[src/rtl/rv_instr_encoder_if.sv]
// Request channel and imem write port of the instruction encoder.
// Handshake: a request transfers on every rising edge where req_valid and req_ready are both high.
// The requester holds all req_* fields stable while req_valid is high and req_ready is low.
interface rv_instr_encoder_if #(parameter int ADDR_W = 8);
  logic              req_valid;
  logic              req_ready;
  logic [2:0]        req_kind;
  logic [4:0]        req_rd;
  logic [4:0]        req_rs1;
  logic [4:0]        req_rs2;
  logic [2:0]        req_funct3;
  logic              req_f7b5;
  logic [20:0]       req_imm;
  logic              imem_we;
  logic [ADDR_W-1:0] imem_addr;
  logic [31:0]       imem_wdata;

  modport master (
    output req_valid, req_kind, req_rd, req_rs1, req_rs2, req_funct3, req_f7b5, req_imm,
    input  req_ready, imem_we, imem_addr, imem_wdata
  );

  modport slave (
    input  req_valid, req_kind, req_rd, req_rs1, req_rs2, req_funct3, req_f7b5, req_imm,
    output req_ready, imem_we, imem_addr, imem_wdata
  );
endinterface

[src/rtl/rv_instr_encoder.sv]
// Encodes field-level instruction requests into RV32I words and writes them to imem,
// one per cycle, with a sticky first-error code for rejected requests.
module rv_instr_encoder #(
  parameter int ADDR_W = 8
) (
  input  logic              clk,
  input  logic              rst_n,
  input  logic              start,
  input  logic [ADDR_W-1:0] base_addr,
  rv_instr_encoder_if.slave bus,
  output logic [ADDR_W:0]   count,
  output logic              busy,
  output logic              full,
  output logic              err,
  output logic [1:0]        err_code,
  output logic [1:0]        dbgState
);

  typedef enum logic [1:0] {IDLE = 2'd0, RUN = 2'd1, DONE = 2'd2} state_t;

  localparam logic [ADDR_W:0] MAX_COUNT = {1'b1, {ADDR_W{1'b0}}};

  state_t            state;
  state_t            stateNext;
  logic [ADDR_W-1:0] nextAddr;
  logic              accept;
  logic [31:0]       encWord;
  logic [1:0]        encCode;
  logic [20:0]       imm;
  logic              isShift;
  logic              fits12;
  logic              fits13;
  logic              fitsShamt;

  assign imm       = bus.req_imm;
  assign isShift   = (bus.req_funct3 == 3'b001) || (bus.req_funct3 == 3'b101);
  assign fits12    = (imm[20:11] == {10{imm[11]}});
  assign fits13    = (imm[20:12] == {9{imm[12]}});
  assign fitsShamt = (imm[20:5] == 16'd0);

  // The final write is still in flight while count already equals MAX_COUNT,
  // so ready drops in that cycle too, before the state reaches DONE.
  assign bus.req_ready = (state == RUN) & ~full & ~start & (count != MAX_COUNT);
  assign accept        = bus.req_valid & bus.req_ready;
  assign busy          = (state == RUN);
  assign full          = (state == DONE);
  assign dbgState      = state;

  always_comb begin
    stateNext = state;
    case (state)
      IDLE:    if (start) stateNext = RUN;
      RUN:     if (!start && count == MAX_COUNT) stateNext = DONE;
      DONE:    if (start) stateNext = RUN;
      default: stateNext = IDLE;
    endcase
  end

  // encCode: 0 legal, 1 bad kind, 2 immediate out of range, 3 misaligned (checked first)
  always_comb begin
    encWord = 32'd0;
    encCode = 2'd0;
    case (bus.req_kind)
      3'd0: begin
        encWord = {imm[11:0], bus.req_rs1, 3'b010, bus.req_rd, 7'b0000011};
        if (!fits12) encCode = 2'd2;
      end
      3'd1: begin
        encWord = {imm[11:5], bus.req_rs2, bus.req_rs1, 3'b010, imm[4:0], 7'b0100011};
        if (!fits12) encCode = 2'd2;
      end
      3'd2: begin
        encWord = {1'b0, bus.req_f7b5, 5'b0, bus.req_rs2, bus.req_rs1, bus.req_funct3,
                   bus.req_rd, 7'b0110011};
      end
      3'd3: begin
        encWord = {imm[12], imm[10:5], bus.req_rs2, bus.req_rs1, 3'b000, imm[4:1], imm[11],
                   7'b1100011};
        if (imm[0])       encCode = 2'd3;
        else if (!fits13) encCode = 2'd2;
      end
      3'd4: begin
        if (isShift) begin
          encWord = {1'b0, bus.req_f7b5, 5'b0, imm[4:0], bus.req_rs1, bus.req_funct3,
                     bus.req_rd, 7'b0010011};
          if (!fitsShamt) encCode = 2'd2;
        end else begin
          encWord = {imm[11:0], bus.req_rs1, bus.req_funct3, bus.req_rd, 7'b0010011};
          if (!fits12) encCode = 2'd2;
        end
      end
      3'd5: begin
        // Any even 21-bit value is in range, so only alignment can fail.
        encWord = {imm[20], imm[10:1], imm[11], imm[19:12], bus.req_rd, 7'b1101111};
        if (imm[0]) encCode = 2'd3;
      end
      default: encCode = 2'd1;
    endcase
  end

  always_ff @(posedge clk or negedge rst_n) begin
    if (!rst_n) begin
      state          <= IDLE;
      nextAddr       <= '0;
      count          <= '0;
      err            <= 1'b0;
      err_code       <= 2'd0;
      bus.imem_we    <= 1'b0;
      bus.imem_addr  <= '0;
      bus.imem_wdata <= 32'd0;
    end else begin
      state       <= stateNext;
      bus.imem_we <= 1'b0;
      if (start) begin
        nextAddr <= base_addr;
        count    <= '0;
        err      <= 1'b0;
        err_code <= 2'd0;
      end else if (accept) begin
        if (encCode == 2'd0) begin
          bus.imem_we    <= 1'b1;
          bus.imem_addr  <= nextAddr;
          bus.imem_wdata <= encWord;
          nextAddr       <= nextAddr + 1'b1;
          count          <= count + 1'b1;
        end else begin
          err <= 1'b1;
          if (!err) err_code <= encCode;
        end
      end
    end
  end

endmodule

[src/flat_wrapper.sv]
// flat-port wrapper written by rule: the top's interface ports become plain ports
module rv_instr_encoder_flat 
#(
  parameter int ADDR_W = 8
)
  (clk, rst_n, start, base_addr, count, busy, full, err, err_code, dbgState, bus_req_valid, bus_req_kind, bus_req_rd, bus_req_rs1, bus_req_rs2, bus_req_funct3, bus_req_f7b5, bus_req_imm, bus_req_ready, bus_imem_we, bus_imem_addr, bus_imem_wdata);
  rv_instr_encoder_if #(.ADDR_W(ADDR_W)) bus_i ();
  input  logic clk;
  input  logic rst_n;
  input  logic start;
  input  logic [ADDR_W-1:0] base_addr;
  output logic [ADDR_W:0] count;
  output logic busy;
  output logic full;
  output logic err;
  output logic [1:0] err_code;
  output logic [1:0] dbgState;
  input wire logic [$bits(bus_i.req_valid)-1:0] bus_req_valid;
  input wire logic [$bits(bus_i.req_kind)-1:0] bus_req_kind;
  input wire logic [$bits(bus_i.req_rd)-1:0] bus_req_rd;
  input wire logic [$bits(bus_i.req_rs1)-1:0] bus_req_rs1;
  input wire logic [$bits(bus_i.req_rs2)-1:0] bus_req_rs2;
  input wire logic [$bits(bus_i.req_funct3)-1:0] bus_req_funct3;
  input wire logic [$bits(bus_i.req_f7b5)-1:0] bus_req_f7b5;
  input wire logic [$bits(bus_i.req_imm)-1:0] bus_req_imm;
  output wire logic [$bits(bus_i.req_ready)-1:0] bus_req_ready;
  output wire logic [$bits(bus_i.imem_we)-1:0] bus_imem_we;
  output wire logic [$bits(bus_i.imem_addr)-1:0] bus_imem_addr;
  output wire logic [$bits(bus_i.imem_wdata)-1:0] bus_imem_wdata;
  assign bus_i.req_valid = bus_req_valid;
  assign bus_i.req_kind = bus_req_kind;
  assign bus_i.req_rd = bus_req_rd;
  assign bus_i.req_rs1 = bus_req_rs1;
  assign bus_i.req_rs2 = bus_req_rs2;
  assign bus_i.req_funct3 = bus_req_funct3;
  assign bus_i.req_f7b5 = bus_req_f7b5;
  assign bus_i.req_imm = bus_req_imm;
  assign bus_req_ready = bus_i.req_ready;
  assign bus_imem_we = bus_i.imem_we;
  assign bus_imem_addr = bus_i.imem_addr;
  assign bus_imem_wdata = bus_i.imem_wdata;
  rv_instr_encoder #(.ADDR_W(ADDR_W)) u_core (.clk(clk), .rst_n(rst_n), .start(start), .base_addr(base_addr), .bus(bus_i), .count(count), .busy(busy), .full(full), .err(err), .err_code(err_code), .dbgState(dbgState));
endmodule
[config.mk]
export PLATFORM = sky130hd
export DESIGN_NAME = rv_instr_encoder_flat
export DESIGN_NICKNAME = d
export VERILOG_FILES = /design/src/rtl/rv_instr_encoder_if.sv /design/src/rtl/rv_instr_encoder.sv /design/src/flat_wrapper.sv
export SDC_FILE = /design/constraint.sdc
export NUM_CORES = 1
export LEC_CHECK = 0
export ABC_AREA = 1
export CAP_MARGIN = 25
export CORE_MARGIN = 2
export CORE_UTILIZATION = 45
export CTS_CLUSTER_SIZE = 25
export DETAILED_ROUTE_END_ITERATION = 8
export PLACE_DENSITY = 0.8
export SETUP_SLACK_MARGIN = 0.05
export SYNTH_ARGS = -nofsm -noshare
export SYNTH_HDL_FRONTEND = slang
export SYNTH_SLANG_ARGS = --single-unit
[constraint.sdc]
create_clock -name clk -period 2.55 [get_ports clk]
set_clock_uncertainty 0.05 [all_clocks]
set_input_delay 0.51 -clock clk [delete_from_list [all_inputs] [get_ports clk]]
set_output_delay 0.51 -clock clk [all_outputs]
set_load 0.05 [all_outputs]
==> run summary <==
DR vias -> 3,267
Int Power -> 2.19 mW
flops & latches, synth -> 61
n_diodes -> 0
Hold Path Class -> in -> async
final hold viol count -> 0
Setup Fix Bufs, Post-CTS -> 0
Core Footprint -> 7140 um^2
global routing's busiest layer -> met2
max capacitance violation total -> 0
CTS tree -> done
fin. max-slew vios -> 0
DIE WIDTH -> 89.1 um
Post-Route WL -> 9.03 mm
NetSw -> 1.43 mW
top-area cell type share of the netlist area -> 0.468
clk_lat worst skew -> 0.34 ns
type of origin of the critical path -> register
register area share after synthesis -> 0.468
Yosys warning count -> 0
largest net degree at the start of global routing -> 62
TritonCTS buffer count -> 9
# fillers -> 592
Tot Pwr -> 3.61 mW
VDD IR max -> 0.000367 V
vias in the first global route -> 3,102
DP HPWL -> 6.73 mm
WP data required -> 1.99 ns
highest clock rate -> 427 MHz
Clock Path Buffers -> 2
synthesized area -> 3260 um^2
status -> finished, final reports clean
Sequential Power Share -> 0.350
DP Cell Count -> 637
setup_tns -> 0 ns
worst slack, placed -> -0.0429 ns
R2R Setup Slk -> 0.30 ns
Final Non-Filler Cells -> 653
critical path class -> reg -> out
DRC -> 0
Resized Gates After CTS -> 0
pwr dens -> 747 nW/um^2
Final Wtd Congestion -> 0.910
Ports -> 113
height of the chip -> 89.1 um
# port buffers -> 112
synthesized netlist cell count -> 421
routed vias/inst -> 5.00
Clock transition at path regs -> 0.07 ns
Clk pwr share -> 0.255
row cnt -> 31
leading area contributor after synthesis -> dfrtp_1
max_slew headroom -> 0.488
period utilization -> 0.919
iteration count of the initial detailed-routing pass -> 4
Critical Path AT -> 1.78 ns
grt ovf -> 0
first-pass GRT wire length -> 14.6 mm
Leak Pwr -> 2.32 nW
Mapped Nets -> 480
post-cts hold buffer count -> 0
ANT nets after route -> 0
Initial Util -> 0.457
Distinct cells, synth -> 36
met3 Resource Use GR -> 0.0499
critical-path maximum fanout -> 4
global-route met1 utilization -> 0.327
Switching Share -> 0.395
htree depth -> 3
RSZ-0062 raised after global routing -> no
CTS Sinks -> 61
Iteration-0 DRC Markers -> 258
r2r worst-path depth -> 11
Avg Cell Area, Syn -> 7.74 um^2
clock tree root buffer cell -> clkbuf_8
fin nets -> 608
# setup viols final -> 0
area grow syn2layout -> 48.3%
die area -> 7940 um^2
share of cells above drive strength 1 -> 0.103
critical path capture point type -> primary output
GRT Util Overall -> 0.238
synth top area cells -> dfrtp_1 (47%), nand2_1 (17%), nand3_1 (4.0%), o21ai_1 (3.7%), nor2_1 (3.7%)
R2R Path End -> u_core.nextAddr[5]
met2 usage -> 0.359
fin crit period -> 2.34 ns
final setup margin -> 0.205 ns
wire length per cell -> 13.8 um
FF-to-FF Start -> u_core.count[0]
Comb pwr share -> 0.394
Worst Tran Pin Value -> 0.769 ns
initial antenna violation count -> 0
## metal layers
layer / vias to the layer above / wire length, um
li1: 1623 / -
met1: 1514 / 4010
met2: 106 / 4280
met3: 24 / 452
met4: 0 / 293
met5: - / 0
## sequential cells by signal (all words and copies together) (netlist names)
name,count
u_core.bus.imem_wdata,30
u_core.count,9
u_core.bus.imem_addr,8
u_core.nextAddr,8
u_core.dbgState,2
u_core.err_code,2
u_core.bus.imem_we,1
u_core.err,1
## kinds of logic (layout without fill, tap and decap cells)
group                    after synthesis  count (layout)  share of synthesized area
AND/OR/NAND/NOR                      229             229                      0.296
AO/OA/AOI/OAI                         65              65                      0.120
flip-flops                            61              61                      0.468
buffers and inverters                 53             186                     0.0764
XOR/XNOR                               9               9                     0.0242
adder cells (fa/ha/maj)                4               4                     0.0153
## final cells by class
| cell class | instances | area [um^2] | area share |
|---|---|---|---|
| Clock inverter | 3 | 42.5 | 0.00880 |
| Inverter | 34 | 129 | 0.0266 |
| Multi-Input combinational cell | 307 | 1500 | 0.310 |
| Timing Repair Buffer | 136 | 1340 | 0.278 |
| Tap cell | 99 | 124 | 0.0256 |
| Sequential cell | 61 | 1530 | 0.316 |
| Clock buffer | 13 | 169 | 0.0349 |
## power by group through the flow
stage	combinational (mW)	clock, mW	sequential (mW)
after floorplan	0.312	0	1.83
after global placement	1.41	0	1.27
after detailed placement	1.43	0	1.28
after CTS	1.43	0.932	1.27
after global routing	1.51	0.985	1.29
final	1.42	0.922	1.27
## how the worst max path moves through the flow
stage,endpoint,slack [ns],startpoint
4_1_cts,full,0.19,u_core.dbgState[1]
3_5_place_dp,u_core.nextAddr[1],-0.04,bus_req_imm[12]
2_1_floorplan,u_core.bus.imem_addr[2],0.23,u_core.dbgState[0]
3_3_place_gp,u_core.nextAddr[5],0.02,bus_req_imm[11]
5_1_grt,u_core.nextAddr[5],0.07,bus_req_imm[12]
6_report,full,0.21,u_core.dbgState[1]
## cell usage in the layout, fill, tap and decap left out, drive strengths merged, types with 5 or more instances in the layout
| cell | instances |
|---|---|
| dfrtp | 61 |
| nor2 | 33 |
| nor3 | 5 |
| o21ai | 40 |
| inv | 33 |
| a22oi | 10 |
| nand2 | 152 |
| buf | 26 |
| clkdlybuf4s50 | 110 |
| clkbuf | 13 |
| xor2 | 7 |
| nand3 | 28 |
## stage by stage
stage	utilization	area [um^2]	hold slack (ns)
after global placement	0.647	4620	0.413
after CTS	0.677	4830	0.311
after global routing	0.678	4840	0.351
after detailed placement	0.647	4620	0.419
final	0.678	4840	0.278
after floorplan	-	3270	0.164
## critical path, stage by stage (launching register included)
cell and delay (ns):
dfrtp_1 0.43, inv_1 0.07, nor2_1 0.13, clkdlybuf4s50_1 0.82
## cells in the mapped netlist
cell type and count:
nand3_1 26, nor3b_2 1, o21ai_0 16, xor2_1 7
a21oi_2 1, nand3_2 1, buf_1 2, nand3_4 1
clkbuf_1 3, nor3_1 5, a21boi_1 1, nand3b_1 2
clkinv_2 1, buf_2 5, nor3b_1 2, nand2_2 2
a221oi_1 4, o21a_1 1, buf_4 5, o21ai_1 24
inv_1 30, o22ai_1 2, nor2_2 1, nand2_1 150
clkbuf_2 1, nor2_1 32, ha_1 4, xnor2_1 2
buf_6 3, dfrtp_1 61, nand4_1 3, a21oi_1 2
a22o_1 4, a22oi_1 10, or2_2 3, inv_2 3
No activity file was read; power rests on OpenSTA's default activity.
